<file path="config.mk">
export PLATFORM = sky130hd
export DESIGN_NAME = pwm_deadtime_gen
export DESIGN_NICKNAME = d
export VERILOG_FILES = /design/src/rtl/pwm_deadtime_gen.sv
export SDC_FILE = /design/constraint.sdc
export NUM_CORES = 1
export LEC_CHECK = 0
export ABC_AREA = 0
export BUFFER_PORTS_ARGS = -buffer_cell sky130_fd_sc_hd__buf_2
export CAP_MARGIN = 20
export CORE_ASPECT_RATIO = 0.7
export CORE_MARGIN = 3
export CORE_UTILIZATION = 25
export DETAILED_ROUTE_END_ITERATION = 6
export SLEW_MARGIN = 20
export SYNTH_ARGS = -nofsm -noshare
export SYNTH_HDL_FRONTEND = slang
export SYNTH_SLANG_ARGS = --single-unit
export TNS_END_PERCENT = 1
</file>
<file path="constraint.sdc">
create_clock -name pclk_i -period 5.37 [get_ports pclk_i]
set_input_delay 1.3425 -clock pclk_i [delete_from_list [all_inputs] [get_ports pclk_i]]
set_output_delay 1.3425 -clock pclk_i [all_outputs]
set_load 0.03 [all_outputs]
</file>
<file path="src/rtl/pwm_deadtime_gen.sv">
// Per-channel complementary gate drive with dead-time insertion and fault shutdown.
// Optional PWM_DT_FAULT_SYNC_EN adds a 2-flop synchronizer on fault_i.
module pwm_deadtime_gen #(
  parameter int NUM_CH = 8,
  parameter int DT_W   = 8
) (
  input  logic              pclk_i,
  input  logic              preset_i,
  input  logic              en_i,
  input  logic [NUM_CH-1:0] pwm_i,
  input  logic [DT_W-1:0]   dt_rise_i,
  input  logic [DT_W-1:0]   dt_fall_i,
  input  logic              fault_i,
  input  logic              fault_clr_i,
  output logic [NUM_CH-1:0] pwm_h_o,
  output logic [NUM_CH-1:0] pwm_l_o,
  output logic              fault_o,
  output logic              busy_o
);

  typedef enum logic [2:0] {
    S_OFF,
    S_LOW,
    S_DT_RISE,
    S_HIGH,
    S_DT_FALL
  } state_e;

  state_e            st_q  [NUM_CH];
  state_e            st_d  [NUM_CH];
  logic [DT_W-1:0]   cnt_q [NUM_CH];
  logic [DT_W-1:0]   cnt_d [NUM_CH];
  logic [NUM_CH-1:0] pwm_q;
  logic [NUM_CH-1:0] h_q, h_d;
  logic [NUM_CH-1:0] l_q, l_d;
  logic              busy_q, busy_d;
  logic              fault_q, fault_d;
  logic              fault_s;
  logic              kill;

`ifdef PWM_DT_FAULT_SYNC_EN
  logic [1:0] fsync_q, fsync_d;

  always_comb begin
    fsync_d = {fsync_q[0], fault_i};
    fault_s = fsync_q[1];
  end

  always_ff @(posedge pclk_i) begin
    if (preset_i) begin
      fsync_q <= '0;
    end else begin
      fsync_q <= fsync_d;
    end
  end
`else
  always_comb begin
    fault_s = fault_i;
  end
`endif

  // Set beats clear; the FSMs see the next fault value so shutdown lands on the latching edge.
  always_comb begin
    fault_d = fault_s | (fault_q & ~fault_clr_i);
    kill    = ~en_i | fault_d;
  end

  always_comb begin
    h_d    = '0;
    l_d    = '0;
    busy_d = 1'b0;
    for (int i = 0; i < NUM_CH; i++) begin
      st_d[i]  = st_q[i];
      cnt_d[i] = cnt_q[i];
      if (kill) begin
        st_d[i]  = S_OFF;
        cnt_d[i] = '0;
      end else begin
        unique case (st_q[i])
          S_OFF: begin
            if (dt_fall_i == '0) begin
              st_d[i] = pwm_q[i] ? S_HIGH : S_LOW;
            end else begin
              st_d[i]  = S_DT_FALL;
              cnt_d[i] = dt_fall_i;
            end
          end
          S_LOW: begin
            if (pwm_q[i]) begin
              if (dt_rise_i == '0) begin
                st_d[i] = S_HIGH;
              end else begin
                st_d[i]  = S_DT_RISE;
                cnt_d[i] = dt_rise_i;
              end
            end
          end
          S_DT_RISE: begin
            if (!pwm_q[i]) begin
              st_d[i] = S_LOW;
            end else if (cnt_q[i] <= DT_W'(1)) begin
              st_d[i] = S_HIGH;
            end else begin
              cnt_d[i] = cnt_q[i] - DT_W'(1);
            end
          end
          S_HIGH: begin
            if (!pwm_q[i]) begin
              if (dt_fall_i == '0) begin
                st_d[i] = S_LOW;
              end else begin
                st_d[i]  = S_DT_FALL;
                cnt_d[i] = dt_fall_i;
              end
            end
          end
          S_DT_FALL: begin
            if (cnt_q[i] <= DT_W'(1)) begin
              st_d[i] = pwm_q[i] ? S_HIGH : S_LOW;
            end else begin
              cnt_d[i] = cnt_q[i] - DT_W'(1);
            end
          end
          default: begin
            st_d[i] = S_OFF;
          end
        endcase
      end
      h_d[i] = (st_d[i] == S_HIGH);
      l_d[i] = (st_d[i] == S_LOW);
      if (st_d[i] == S_DT_RISE || st_d[i] == S_DT_FALL) begin
        busy_d = 1'b1;
      end
    end
  end

  always_ff @(posedge pclk_i) begin
    if (preset_i) begin
      for (int i = 0; i < NUM_CH; i++) begin
        st_q[i]  <= S_OFF;
        cnt_q[i] <= '0;
      end
      pwm_q   <= '0;
      h_q     <= '0;
      l_q     <= '0;
      busy_q  <= 1'b0;
      fault_q <= 1'b0;
    end else begin
      for (int i = 0; i < NUM_CH; i++) begin
        st_q[i]  <= st_d[i];
        cnt_q[i] <= cnt_d[i];
      end
      pwm_q   <= pwm_i;
      h_q     <= h_d;
      l_q     <= l_d;
      busy_q  <= busy_d;
      fault_q <= fault_d;
    end
  end

  assign pwm_h_o = h_q;
  assign pwm_l_o = l_q;
  assign fault_o = fault_q;
  assign busy_o  = busy_q;

endmodule

</file>
==> flow_summary.ini <==
[logic_synthesis]
synth_nets = 1142
ys.flop_type = dfxtp_1
yosys_warnings = 0
synth_edf_count = 0
yosysMostFrequentCell = nor2_1
synth_top_area_share_pct = 28.7
synthCells = 1097
synthTopCellsByCount = 136 x nor2_1, 114 x dfxtp_1, 110 x nand2_1, 100 x a21oi_1, 86 x o21ai_0
async_reset_ff_share_pct = 0
synth_seq_area_share_pct = 28.7
synth_area_leader_cell = dfxtp_1
synth.distinct_cells = 85
synth_area_mm2 = 0.00794
ys_seq_elements = 114
synth_area_leaders = dfxtp_1 29%, nor2_1 6.4%, a21oi_1 6.3%
syn_avg_cell_area_um2 = 7.24

[drt]
drtIter0Drc = 1294
viasPerCell = 5.66
routedWlPerCell_um = 18.5
drc = 0
drt-total-wl_mm = 28.1
final_antenna_net_count = 0
route.vias.total = 8602
drt-pass1-iter-count = 6

[setup_path]
crit_type = in2reg
cp_num_buf_inv = 1
endpoint_kind = flip-flop
max_stage_delay_ps = 650
crit_chain = buf_2 > nor4_1 > nand2_1 > and3_1 > o32ai_1 > o21ai_0 > a21oi_1
path_delay_family = simple AND/OR/NAND/NOR gates
cp_max_fo = 10
cp-start-kind = input port
crit_slowest_cell = o32ai_1
worstPathArrival_ps = 3770
crit_required_ps = 5720

[sta]
grt_setup_unrepaired = no
tightestPinTransition_ps = 1100
setup_ws_ps = 1950
whs_ps = 481
clock.fmax_mhz = 293
report.final.slew_viol_count = 0
hold_viol = 0
fin_crit_ps = 3420
setup_viol = 0
slew_headroom_pct = 25.8
skew_ps = 9.31
period_share_pct = 63.6
fin_setup_tns_ps = 0

[floorplan]
fp-row-count = 53
die_h_um = 155
start_util_pct = 25.9
fp.dieW_um = 219
io_pins = 47
coreArea_mm2 = 0.0306
die_area_mm2 = 0.0340

[placed_design]
gp_congestion = 0.933
numPortBuffers = 46
place_area_mm2 = 0.00842
place_ws_ps = 1610
post-dp-hpwl_mm = 20.2

[final_layout]
drive_gt1_share_pct = 11.5
fin_area_mm2 = 0.00905
syn_to_final_growth_pct = 14.0
antennaDiodeCount = 0
final_nets = 1139

[cts]
cts.hold.buffers_added = 0
cts.repair_timing.setup_buffer_count = 0
numCtsBuffers = 17
cts_resized = 0
clock-sinks = 114
clockBufferDepth = 2
clk_pin_slew_worst_paths_ps = 60
ctsHtreeMaxLevel = 4
clk_latency_ps = 440
cts.root.buffer_cell = clkbuf_16
cts_tree = yes

[global_route]
grt_overflow = 0
grt.total_usage_pct = 16.2
grt_pass1_vias = 7644
grt_max_degree = 44
grt_antenna_before_repair = 3
grt_pass1_wl_mm = 43.3

[power_and_ir_drop]
power_density_mw_per_mm2 = 277
power.leakage_uw = 0.00347
peakVddDrop_uv = 158

[run_status]
status = finished clean

[worst_hold_path]
hp-class = reg2reg

[run]
max_cap_viol_count = 0
[stage by stage]
step	std cells	util, %	total power [uW]
after floorplan	1097	-	1190
after global placement	1487	27.5	1290
after detailed placement	1487	27.5	1300
after CTS	1519	29.5	2520
after global routing	1519	29.5	2610
final	1519	29.5	2510
[metal layers]
layer	part of all wire, %	GRT usage [%]	routed length [um]
met5	0.15	0	41
met2	39	21.5	11000
met3	12	6.79	3480
met1	47	23.6	13100
met4	1.6	4.44	463
[cell type report]
class,count,area [um2]
inverter,45,169
sequential,114,2280
multi-input combinational,862,5170
tap,412,515
clock inverter,13,175
timing repair buffer,54,290
clock buffer,19,453
fill,3294,21600
[cells by family (layout without fill, tap and decap cells)]
kind of cell / after synthesis / after routing / share of synthesized area (%)
flip-flops: 114 / 114 / 28.7
AND/OR/NAND/NOR: 449 / 449 / 28.2
AO/OA/AOI/OAI: 368 / 368 / 30.9
buffers and inverters: 121 / 131 / 6.33
adder cells (fa/ha/maj): 17 / 17 / 2.65
multiplexers: 5 / 5 / 0.646
XOR/XNOR: 23 / 23 / 2.54
[cell usage in the layout (no fill, tap or decap), drive strengths merged, types with 12 or more instances in the layout]
master	netlist	routed
a211oi	15	15
a21oi	100	100
a221oi	16	16
a22oi	24	24
a31oi	13	13
buf	22	54
clkbuf	54	19
dfxtp	114	114
ha	16	16
inv	45	49
nand2	110	110
nand2b	16	16
nand3	20	20
nor2	137	137
nor2b	17	17
nor3	38	38
nor4	17	17
o211ai	14	14
o21ai	87	87
or2	22	22
or3	13	13
xnor2	12	12
[registers in the layout, summed over array words and instances, names as in the netlist]
name	count
cnt_q	64
st_q	24
pwm_h_o	8
pwm_l_o	8
pwm_q	8
busy_o	1
fault_o	1
[worst paths after layout]
check                             from                        end  slack (ps)  cells past startpoint
max reg2reg      st_q[1][5]$_SDFF_PP0_  cnt_q[1][10]$_SDFFE_PP0P_        2520                      6
min          cnt_q[1][23]$_SDFFE_PP0P_  cnt_q[1][23]$_SDFFE_PP0P_         480                      2
min reg2reg  cnt_q[1][23]$_SDFFE_PP0P_  cnt_q[1][23]$_SDFFE_PP0P_         480                      2
max                       dt_rise_i[1]   cnt_q[1][0]$_SDFFE_PP0P_        1950                      7
[tightest hold or removal path, delay by kind of cell, from the launching register on]
family | cells | cell delay [ps]
AOI/OAI and AO/OA | 2 | 130
DFF | 1 | 310
[report_power, final]
part | switching, uW | internal [uW]
registers | 36.3 | 871
clock network | 454 | 762
logic | 251 | 135
total | 741 | 1770
(Power assumes the default switching activity.)
